**src/rtl/traceback_engine_if.sv**
```systemverilog
// Bundles the matrix-memory read port and the outgoing move stream of the traceback engine.
interface traceback_engine_if #(
    parameter int SEQ_LENGTH_W     = 4,
    parameter int SOURCE_WIDTH     = 2,
    parameter int DATA_PACKET_SIZE = 3
);
    logic                        mem_rd_en;
    logic [2*SEQ_LENGTH_W-1:0]   mem_rd_addr;
    logic [DATA_PACKET_SIZE-1:0] mem_rd_data;
    logic                        op_valid;
    logic                        op_ready;
    logic [SOURCE_WIDTH-1:0]     op_code;
    logic [SEQ_LENGTH_W-1:0]     op_row;
    logic [SEQ_LENGTH_W-1:0]     op_col;

    modport master (
        output mem_rd_en, mem_rd_addr,
        input  mem_rd_data,
        output op_valid, op_code, op_row, op_col,
        input  op_ready
    );

    modport slave (
        input  mem_rd_en, mem_rd_addr,
        output mem_rd_data,
        input  op_valid, op_code, op_row, op_col,
        output op_ready
    );
endinterface

```
**src/rtl/traceback_engine.sv**
```systemverilog
// Walks the stored source codes backward from the max-score cell and streams
// the local-alignment moves, last cell first, over a ready/valid port.
module traceback_engine #(
    parameter int SEQ_LENGTH       = 16,
    parameter int SEQ_LENGTH_W     = 4,
    parameter int SOURCE_WIDTH     = 2,
    parameter int DATA_PACKET_SIZE = 3,
    parameter int PATH_W           = 6
) (
    input  logic                    clk,
    input  logic                    rst_n,
    input  logic                    start,
    input  logic [SEQ_LENGTH_W-1:0] max_row,
    input  logic [SEQ_LENGTH_W-1:0] max_col,
    traceback_engine_if.master      bus,
    output logic                    busy,
    output logic                    done,
    output logic [PATH_W-1:0]       path_len,
    output logic                    error
);

    localparam int ADDR_W = 2 * SEQ_LENGTH_W;

    localparam logic [SOURCE_WIDTH-1:0] SRC_DIAG    = SOURCE_WIDTH'(0);
    localparam logic [SOURCE_WIDTH-1:0] SRC_TOP     = SOURCE_WIDTH'(1);
    localparam logic [SOURCE_WIDTH-1:0] SRC_ILLEGAL = SOURCE_WIDTH'(3);
    localparam logic [PATH_W-1:0]       PATH_MAX    = '1;
    localparam logic [SEQ_LENGTH_W-1:0] IDX_ONE     = SEQ_LENGTH_W'(1);

    typedef enum logic [2:0] {
        S_IDLE,
        S_READ,
        S_WAIT,
        S_EMIT,
        S_DONE
    } state_t;

    state_t                  state_q, state_d;
    logic [SEQ_LENGTH_W-1:0] cur_row_q, cur_row_d;
    logic [SEQ_LENGTH_W-1:0] cur_col_q, cur_col_d;
    logic [SOURCE_WIDTH-1:0] code_q, code_d;
    logic [PATH_W-1:0]       path_len_q, path_len_d;
    logic                    error_q, error_d;

    logic                    rd_en;
    logic                    op_valid;
    logic [ADDR_W-1:0]       rd_addr;
    logic                    pkt_zero;
    logic [SOURCE_WIDTH-1:0] pkt_src;

    assign pkt_zero = bus.mem_rd_data[DATA_PACKET_SIZE-1];
    assign pkt_src  = bus.mem_rd_data[SOURCE_WIDTH-1:0];

    // True when taking the move would step off row 0 or column 0.
    function automatic logic step_exits(input logic [SOURCE_WIDTH-1:0] code,
                                        input logic [SEQ_LENGTH_W-1:0] row,
                                        input logic [SEQ_LENGTH_W-1:0] col);
        logic exits;
        case (code)
            SRC_DIAG: exits = (row == '0) || (col == '0);
            SRC_TOP:  exits = (row == '0);
            default:  exits = (col == '0);
        endcase
        return exits;
    endfunction

    function automatic logic [PATH_W-1:0] sat_inc(input logic [PATH_W-1:0] val);
        return (val == PATH_MAX) ? val : val + PATH_W'(1);
    endfunction

    always_comb begin
        state_d    = state_q;
        cur_row_d  = cur_row_q;
        cur_col_d  = cur_col_q;
        code_d     = code_q;
        path_len_d = path_len_q;
        error_d    = error_q;
        rd_en      = 1'b0;
        op_valid   = 1'b0;

        case (state_q)
            S_IDLE: begin
                if (start) begin
                    cur_row_d  = max_row;
                    cur_col_d  = max_col;
                    path_len_d = '0;
                    error_d    = 1'b0;
                    state_d    = S_READ;
                end
            end
            S_READ: begin
                rd_en   = 1'b1;
                state_d = S_WAIT;
            end
            S_WAIT: begin
                // A zero cell ends the local alignment and is never emitted.
                if (pkt_zero) begin
                    state_d = S_DONE;
                end else if (pkt_src == SRC_ILLEGAL) begin
                    error_d = 1'b1;
                    state_d = S_DONE;
                end else begin
                    code_d  = pkt_src;
                    state_d = S_EMIT;
                end
            end
            S_EMIT: begin
                op_valid = 1'b1;
                if (bus.op_ready) begin
                    path_len_d = sat_inc(path_len_q);
                    if (step_exits(code_q, cur_row_q, cur_col_q)) begin
                        state_d = S_DONE;
                    end else begin
                        case (code_q)
                            SRC_DIAG: begin
                                cur_row_d = cur_row_q - IDX_ONE;
                                cur_col_d = cur_col_q - IDX_ONE;
                            end
                            SRC_TOP:  cur_row_d = cur_row_q - IDX_ONE;
                            default:  cur_col_d = cur_col_q - IDX_ONE;
                        endcase
                        state_d = S_READ;
                    end
                end
            end
            S_DONE: begin
                state_d = S_IDLE;
            end
            default: begin
                state_d = S_IDLE;
            end
        endcase
    end

    always_ff @(posedge clk or negedge rst_n) begin
        if (!rst_n) begin
            state_q    <= S_IDLE;
            cur_row_q  <= '0;
            cur_col_q  <= '0;
            code_q     <= '0;
            path_len_q <= '0;
            error_q    <= 1'b0;
        end else begin
            state_q    <= state_d;
            cur_row_q  <= cur_row_d;
            cur_col_q  <= cur_col_d;
            code_q     <= code_d;
            path_len_q <= path_len_d;
            error_q    <= error_d;
        end
    end

    // Address is driven only with the strobe so the bus idles at zero.
    always_comb begin
        rd_addr = '0;
        if (rd_en) begin
            rd_addr = ADDR_W'(cur_row_q) * ADDR_W'(SEQ_LENGTH) + ADDR_W'(cur_col_q);
        end
    end

    assign bus.mem_rd_en   = rd_en;
    assign bus.mem_rd_addr = rd_addr;
    assign bus.op_valid    = op_valid;
    assign bus.op_code     = code_q;
    assign bus.op_row      = cur_row_q;
    assign bus.op_col      = cur_col_q;

    assign busy     = (state_q == S_READ) || (state_q == S_WAIT) || (state_q == S_EMIT);
    assign done     = (state_q == S_DONE);
    assign path_len = path_len_q;
    assign error    = error_q;

endmodule

```
**src/flat_wrapper.sv**
```systemverilog
// flat-port wrapper written by rule: the top's interface ports become plain ports
module traceback_engine_flat 
#(
    parameter int SEQ_LENGTH       = 16,
    parameter int SEQ_LENGTH_W     = 4,
    parameter int SOURCE_WIDTH     = 2,
    parameter int DATA_PACKET_SIZE = 3,
    parameter int PATH_W           = 6
)
  (clk, rst_n, start, max_row, max_col, busy, done, path_len, error, bus_mem_rd_en, bus_mem_rd_addr, bus_mem_rd_data, bus_op_valid, bus_op_code, bus_op_row, bus_op_col, bus_op_ready);
  traceback_engine_if #(.SEQ_LENGTH_W(SEQ_LENGTH_W), .SOURCE_WIDTH(SOURCE_WIDTH), .DATA_PACKET_SIZE(DATA_PACKET_SIZE)) bus_i ();
  input  logic clk;
  input  logic rst_n;
  input  logic start;
  input  logic [SEQ_LENGTH_W-1:0] max_row;
  input  logic [SEQ_LENGTH_W-1:0] max_col;
  output logic busy;
  output logic done;
  output logic [PATH_W-1:0] path_len;
  output logic error;
  output wire logic [$bits(bus_i.mem_rd_en)-1:0] bus_mem_rd_en;
  output wire logic [$bits(bus_i.mem_rd_addr)-1:0] bus_mem_rd_addr;
  input wire logic [$bits(bus_i.mem_rd_data)-1:0] bus_mem_rd_data;
  output wire logic [$bits(bus_i.op_valid)-1:0] bus_op_valid;
  output wire logic [$bits(bus_i.op_code)-1:0] bus_op_code;
  output wire logic [$bits(bus_i.op_row)-1:0] bus_op_row;
  output wire logic [$bits(bus_i.op_col)-1:0] bus_op_col;
  input wire logic [$bits(bus_i.op_ready)-1:0] bus_op_ready;
  assign bus_mem_rd_en = bus_i.mem_rd_en;
  assign bus_mem_rd_addr = bus_i.mem_rd_addr;
  assign bus_i.mem_rd_data = bus_mem_rd_data;
  assign bus_op_valid = bus_i.op_valid;
  assign bus_op_code = bus_i.op_code;
  assign bus_op_row = bus_i.op_row;
  assign bus_op_col = bus_i.op_col;
  assign bus_i.op_ready = bus_op_ready;
  traceback_engine #(.SEQ_LENGTH(SEQ_LENGTH), .SEQ_LENGTH_W(SEQ_LENGTH_W), .SOURCE_WIDTH(SOURCE_WIDTH), .DATA_PACKET_SIZE(DATA_PACKET_SIZE), .PATH_W(PATH_W)) u_core (.clk(clk), .rst_n(rst_n), .start(start), .max_row(max_row), .max_col(max_col), .bus(bus_i), .busy(busy), .done(done), .path_len(path_len), .error(error));
endmodule
```
**config.mk**
```make
export PLATFORM = sky130hd
export DESIGN_NAME = traceback_engine_flat
export DESIGN_NICKNAME = d
export VERILOG_FILES = /design/src/rtl/traceback_engine_if.sv /design/src/rtl/traceback_engine.sv /design/src/flat_wrapper.sv
export SDC_FILE = /design/constraint.sdc
export NUM_CORES = 1
export LEC_CHECK = 0
export CAP_MARGIN = 20
export CORE_AREA = 2 2 77 79
export DETAILED_ROUTE_END_ITERATION = 12
export DIE_AREA = 0 0 79 81
export PLACE_DENSITY = 0.6
export SLEW_MARGIN = 0
export SYNTH_ARGS = -nofsm -noshare
export SYNTH_HDL_FRONTEND = slang
export SYNTH_SLANG_ARGS = --single-unit
```
**constraint.sdc**
```tcl
create_clock -name clk -period 1.9 [get_ports clk]
set_input_delay 0.38 -clock clk [delete_from_list [all_inputs] [get_ports clk]]
set_output_delay 0.38 -clock clk [all_outputs]
set_load 0.1 [all_outputs]
```
==> metrics.md, run 1 <==
| Metric | Value |
|---|---|
| P&R area growth vs syn | `81.6%` |
| Combined area of the multi-input logic cells | `846 um2` |
| Worst reg2reg endpoint | `u_core.path_len[4]$_DFFE_PN0P_` |
| Cell with the most instances after synthesis | `dfrtp_1` |
| Cell with the largest stage delay on the worst path | `or4b_4` |
| Minimum setup slack among reg-to-reg paths | `roughly 0.08 ns` |
| Gp weighted congestion | `between 0.7 and 0.8` |
| Total Routing Usage GR | `0.121` |
| Crit-path cells | `clkdlybuf4s50_1 > or4b_4 > and2_4 > or4_4 > a21oi_2` |
| Number of synthesized flops with an enable pin | `0` |
| Buf+Inv Stages, Crit Path | `1` |
| Non-filler cells, final | `287` |
| Yosys cell types | `40` |
| Commonest cells in the synthesized netlist | `20 x dfrtp_1, 15 x nand2_1, 10 x nor2_1, 8 x a21oi_1, 8 x and2_1` |
| Ratio of final minimum period to clock period | `0.982` |
| Final clock skew | `roughly 0.0027 ns` |
| Fraction of layout instances using a drive strength above 1 | `0.439` |
| Post-DR wirelength/cell | `between 10 and 15 um` |
| Post-synth ARST share | `1.00` |
| Worst r2r src | `u_core.state_q[0]$_DFFE_PN0P_` |
| Post-Place Cells | `around 280` |
| Dominant cell type by area after synthesis | `dfrtp_1` |
| TritonCTS clock tree | `done` |
| Biggest area contributors in the synthesized netlist | `dfrtp_1 37%, nand2_1 4.2%, and2_1 3.7%` |
| Buffer levels on the longest clock path | `2` |
| Max_slew headroom | `0.643` |
| Number of H-tree levels | `1` |
| Insertion delay to the later sink of the worst-skew pair | `0.26 ns` |
| IO Port Bufs | `43` |
| FMAX | `536 MHz` |
| Number of warning messages in the yosys log | `0` |
| Area of the die | `0.00640 mm2` |
| Sort of element at the end of the critical path | `register` |
| Hold/Removal Path Class | `input pin to async pin` |
| # Max-Cap Violations | `0` |
| Largest net degree at the start of global routing | `21` |
| Violation count after the first detailed-route iteration | `50` |
| Number of vias per cell after detailed routing | `4.79` |
| Combined area of all synthesized cells | `~0.0013 mm2` |
| Unrepaired setup endpoints after global routing | `yes` |
| Total number of nets in the final design | `between 200 and 250` |
| Sequential cell area in the final layout | `approximately 530 um2` |
| Synth Area in Simple Gates | `0.316` |
| Post-Synth XOR/XNOR Area | `0` |
| Fraction of synthesized area in multiplexers | `0.0411` |
| Compound-cell area share of the yosys netlist | `0.179` |
| CP top delay family | `simple AND/OR/NAND/NOR gates` |
| Total congestion overflow after global routing | `0` |
| Launching element type of the critical path | `input pin` |
| Final hold violation count | `0` |
| Crit path arrival time | `~2.1 ns` |
| Largest fanout of any net on the critical path | `5` |
| Initial antenna violation count | `0` |
| Post-Synthesis Net Count | `172` |
| Count of boundary I/O pins | `44` |
| Buffer cell driving the clock tree root | `clkbuf_8` |
| DRC violations left | `0` |
| Worst Max-Slew Pin Slew | `around 0.52 ns` |
| Run status | `finished, final reports clean` |
| Portion of synthesized cell area occupied by the leading cell type | `0.374` |
| Most used flip-flop cell after synthesis | `dfrtp_1` |
| Number of register bits inferred by synthesis | `20` |
| Max-slew violation count | `0` |
| Depth of the worst register-to-register path | `6` |
| Drt total wl | `between 3 and 4 mm` |
| Number of placement rows | `28` |
| Die extent in x | `between 70 and 80 um` |
| # clock sinks | `20` |
| Final antenna diode count | `0` |
| Post-synthesis average cell area | `approximately 9 um2` |
| Delay of the slowest critical-path stage | `roughly 0.48 ns` |
| Dpl hpwl | `2.84 mm` |
| CTS clk-pin slew, worst paths | `roughly 0.080 ns` |
| Effective utilization at floorplan | `0.236` |
| Die Ht | `81 um` |
| Dominant combinational cell family by area after synthesis | `simple AND/OR/NAND/NOR gates` |
| Type of the setup path with the least slack | `input pin to register` |
| Synth Area in Adders | `0.0374` |
| CP startpoint | `start` |
| Setup-violating endpoint count in the final report | `0` |
| Area of the core | `0.00568 mm2` |
| Number of antenna-violating nets in the routed design | `0` |
| Part of the Yosys area used for sequential elements | `0.374` |
| Wire length of the first global-routing pass | `about 6.3 mm` |
| Vias in the first global route | `between 1000 and 1500` |
| Number of buffers created by CTS | `3` |
| DR vias | `1376` |
| End-of-flow core utilization | `0.428` |
| Final worst path period need | `roughly 1.9 ns` |
| Total iterations of the first detailed-routing run | `4` |
| Synthesized instance count | `153` |
| Worst path required time | `2.09 ns` |
| Number of filler instances in the final layout | `between 500 and 600` |
cells by family (layout without fill, tap and decap cells):
| kind of cell | after synthesis | after routing |
|---|---|---|
| AOI/OAI and AO/OA | 36 | 36 |
| adders and majority gates | 4 | 4 |
| buffers and inverters | 15 | 73 |
| DFF | 20 | 20 |
| muxes | 5 | 5 |
| and+or+nand+nor | 73 | 74 |
registers in the layout, indices dropped and copies added, names as in the netlist:
signal              cells
u_core.bus.op_code      2
u_core.bus.op_col       4
u_core.bus.op_row       4
u_core.error            1
u_core.path_len         6
u_core.state_q          3
layer usage:
layer  share of wire  GRT usage  up-vias  wire (um)
met5               0          0        -          0
met2            0.46      0.209       34       1810
li1                -          -      687          -
met3           0.046     0.0233        4        180
met4           0.011     0.0362        0         42
met1            0.48      0.154      651       1870
how the worst max path moves through the flow:
stage	end	slack [ns]	cells after the start
2_1_floorplan	bus_mem_rd_addr[0]	-0.50	3
3_3_place_gp	u_core.path_len[4]$_DFFE_PN0P_	-0.20	5
3_5_place_dp	u_core.path_len[4]$_DFFE_PN0P_	-0.23	5
4_1_cts	bus_op_valid	0.04	5
5_1_grt	bus_op_valid	-0.02	5
6_report	u_core.path_len[4]$_DFFE_PN0P_	0.03	5
repair_timing:
item                                    4_1_cts  5_1_grt
endpoints found under the setup margin        1        4
gates cloned                                  0        1
pin swaps                                     0        0
gates resized for setup                       2        8
buffers inserted                              0        0
hold buffers                                  0        0
metrics by stage:
step,worst slack [ns],area [um2],setup TNS [ns],hold slack [ns]
detailed placement,-0.234,2330,-2.21,0.587
CTS,0.0405,2390,0,0.480
floorplan,-0.496,1440,-4.50,0.0844
global route,-0.0210,2430,-0.0307,0.493
global placement,-0.201,2330,-1.92,0.573
finish,0.0349,2430,0,0.467
cell type report:
cell class                 instances  share of cell area
clock buffer                       4              0.0226
inverter                           7              0.0108
timing repair buffer              62               0.362
tap                               75              0.0386
sequential                        20               0.218
multi-input combinational        119               0.348
placed cells by master (no fill, tap or decap), drive strengths merged, types with 5 or more instances in the layout:
master / synthesis / layout
nand2: 15 / 15
clkdlybuf4s50: 0 / 14
o22a: 5 / 5
nor2: 10 / 10
buf: 2 / 48
inv: 7 / 7
nor3: 5 / 5
nand3: 5 / 5
a21oi: 8 / 8
nand2b: 5 / 5
o21ai: 6 / 6
and2: 9 / 10
dfrtp: 20 / 20
Power of run 1 is left out: the tool's default activity adds up to more than one toggle a clock period on the data nets, which glitch-free logic cannot reach.
==> inputs of run 2 (changes only) <==
--- a/config.mk
+++ b/config.mk
@@ -10,7 +10,7 @@
 export DETAILED_ROUTE_END_ITERATION = 12
 export DIE_AREA = 0 0 79 81
 export PLACE_DENSITY = 0.6
-export SLEW_MARGIN = 0
+export SLEW_MARGIN = 25
 export SYNTH_ARGS = -nofsm -noshare
 export SYNTH_HDL_FRONTEND = slang
 export SYNTH_SLANG_ARGS = --single-unit
==> results of run 2 <==
The final DEF is identical to that of run 1; final timing and power are the same.
Power of run 2 is left out for the same reason.
==> inputs of run 3 (changes only) <==
--- a/config.mk
+++ b/config.mk
@@ -7,8 +7,11 @@
 export LEC_CHECK = 0
 export CAP_MARGIN = 20
 export CORE_AREA = 2 2 77 79
+export CTS_BUF_LIST = sky130_fd_sc_hd__clkbuf_8
+export CTS_CLUSTER_DIAMETER = 30
 export DETAILED_ROUTE_END_ITERATION = 12
 export DIE_AREA = 0 0 79 81
+export MAX_ROUTING_LAYER = met4
 export PLACE_DENSITY = 0.6
 export SLEW_MARGIN = 25
 export SYNTH_ARGS = -nofsm -noshare
==> metrics.md, run 3 (synthesis gave the netlist of run 1 again) <==
| Metric | Value |
|---|---|
| Area of the core | `0.00568 mm2 (unchanged)` |
| # clock sinks | `20 (unchanged)` |
| Type of the setup path with the least slack | `input pin to register` |
| Crit path arrival time | `2.06 ns (about the same)` |
| Launching element type of the critical path | `input pin` |
| TritonCTS clock tree | `done` |
| Effective utilization at floorplan | `0.236 (unchanged)` |
| Cell with the largest stage delay on the worst path | `or4b_4` |
| Total Routing Usage GR | `0.125 (+0.00353)` |
| Total congestion overflow after global routing | `0 (unchanged)` |
| Vias in the first global route | `1322 (-0.076%)` |
| Worst reg2reg endpoint | `u_core.path_len[4]$_DFFE_PN0P_` |
| P&R area growth vs syn | `81.6% (unchanged)` |
| Final-layout setup total negative slack | `0 ns (unchanged)` |
| Number of antenna-violating nets in the routed design | `0 (unchanged)` |
| Largest net degree at the start of global routing | `21 (unchanged)` |
| Number of buffers added for setup after CTS | `0 (unchanged)` |
| Minimum setup slack among reg-to-reg paths | `0.09 ns (about the same)` |
| Combined area of the multi-input logic cells | `846 um2 (unchanged)` |
| Insertion delay to the later sink of the worst-skew pair | `0.26 ns (about the same)` |
| Max-slew violation count | `0 (unchanged)` |
| Largest fanout of any net on the critical path | `5 (unchanged)` |
| Worst path required time | `2.09 ns (about the same)` |
| Number of placement rows | `28 (unchanged)` |
| Buffer levels on the longest clock path | `2 (unchanged)` |
| Post-DR wirelength/cell | `13.5 um (-0.44%)` |
| Violation count after the first detailed-route iteration | `54 (+8.0%)` |
| Most used routing layer in global routing | `met2` |
| Met3 layer usage reported by global route | `0.0189 (-0.00444)` |
| Non-filler cells, final | `287 (unchanged)` |
| Hold-fix buffer count after cts | `0 (unchanged)` |
| Area of the die | `0.00640 mm2 (unchanged)` |
| Sequential cell area in the final layout | `531 um2 (unchanged)` |
| Final clock skew | `0.00255 ns (-0.000142 ns)` |
| Dpl hpwl | `2.84 mm (unchanged)` |
| Total number of nets in the final design | `232 (unchanged)` |
| Worst r2r src | `u_core.state_q[0]$_DFFE_PN0P_` |
| Final hold violation count | `0 (unchanged)` |
| Buf+Inv Stages, Crit Path | `1 (unchanged)` |
| Number of H-tree levels | `1 (unchanged)` |
| Drt total wl | `3.88 mm (-0.44%)` |
| Total iterations of the first detailed-routing run | `4 (unchanged)` |
| # Max-Cap Violations | `0 (unchanged)` |
| Ratio of final minimum period to clock period | `0.982 (about the same)` |
| IO Port Bufs | `43 (unchanged)` |
| Die Ht | `81 um (unchanged)` |
| Hold/Removal Path Class | `input pin to async pin` |
| Setup-violating endpoint count in the final report | `0 (unchanged)` |
| Highest-count cells in the layout ignoring fill and taps | `30 x buf_12, 17 x buf_4, 15 x nand2_1` |
| Number of vias per cell after detailed routing | `4.78 (-0.22%)` |
| Unrepaired setup endpoints after global routing | `yes` |
| Wire length of the first global-routing pass | `6.26 mm (+0.11%)` |
| Number of buffers created by CTS | `3 (unchanged)` |
| Buffer cell driving the clock tree root | `clkbuf_8` |
| Fraction of met1 tracks used by global routing | `0.157 (+0.00273)` |
| FMAX | `536 MHz (about the same)` |
| Max_slew headroom | `0.643 (unchanged)` |
| Final worst path period need | `1.87 ns (+0.000316 ns)` |
| Met2 capacity usage during global routing | `0.209 (unchanged)` |
| Final antenna diode count | `0 (unchanged)` |
| Initial antenna violation count | `0 (unchanged)` |
| Die extent in x | `79 um (unchanged)` |
| Gp weighted congestion | `0.796 (+1.4%)` |
| Worst Max-Slew Pin Slew | `0.522 ns (unchanged)` |
| DRC violations left | `0 (unchanged)` |
| CP top delay family | `simple AND/OR/NAND/NOR gates` |
| Run status | `finished, final reports clean` |
| Number of filler instances in the final layout | `565 (unchanged)` |
| CTS clk-pin slew, worst paths | `0.08 ns (about the same)` |
| DR vias | `1373 (-0.22%)` |
| Post-Place Cells | `282 (unchanged)` |
| Crit-path cells | `clkdlybuf4s50_1 > or4b_4 > and2_4 > or4_4 > a21oi_2` |
| Delay of the slowest critical-path stage | `0.48 ns (about the same)` |
| Worst Hold Slack | `0.467 ns (-0.000158 ns)` |
| Number of flip-flops under the largest register name | `6 (unchanged)` |
| Most common library cell in the layout ignoring fill and taps | `buf_12` |
| End-of-flow core utilization | `0.428 (unchanged)` |
| Count of boundary I/O pins | `44 (unchanged)` |
| Fraction of layout instances using a drive strength above 1 | `0.439 (unchanged)` |
| Depth of the worst register-to-register path | `6 (unchanged)` |
| Sort of element at the end of the critical path | `register` |
-- run 3: cell counts in the layout (fill, tap and decap cells not counted) --
No cell type changed its count.
-- run 3: worst register-to-register path, cell delays in order, from the launching register on --
cell      delay [ns]
dfrtp_2         0.45
buf_4           0.17
nand3b_1        0.13
inv_2           0.07
and4_2          0.30
or4_4           0.50
a21oi_2         0.13
-- run 3: final cells by class --
cell class	count	share of cell area
Timing Repair Buffer	62	0.362
Sequential cell	20	0.218
Tap cell	75	0.0386
Multi-Input combinational cell	119	0.348
Inverter	7	0.0108
Clock buffer	4	0.0226
-- run 3: timing repair --
item | CTS | global route
resized for setup | 2 | 8
setup endpoints to repair | 1 | 4
cloned | 0 | 1
-- run 3: metal layers --
metal  vias to the layer above  wire, um
met2                        35      1780
met4                         0        47
met1                       646      1900
li1                        687         -
met5                         -         0
met3                         5       161
-- run 3: per-stage QoR --
step                cell area, um2  worst slack (ns)
finish                        2430            0.0346
floorplan                     1440            -0.496
global placement              2330            -0.201
global route                  2430           -0.0210
detailed placement            2330            -0.234
CTS                           2390            0.0405
-- run 3: how the worst max path moves through the flow --
stage	end	start	depth (start not counted)
2_1_floorplan	bus_mem_rd_addr[0]	u_core.state_q[0]$_DFFE_PN0P_	3
3_3_place_gp	u_core.path_len[4]$_DFFE_PN0P_	start	5
3_5_place_dp	u_core.path_len[4]$_DFFE_PN0P_	start	5
4_1_cts	bus_op_valid	u_core.state_q[1]$_DFFE_PN0P_	5
5_1_grt	bus_op_valid	u_core.state_q[1]$_DFFE_PN0P_	5
6_report	u_core.path_len[4]$_DFFE_PN0P_	start	5
Power of run 3 is left out for the same reason.
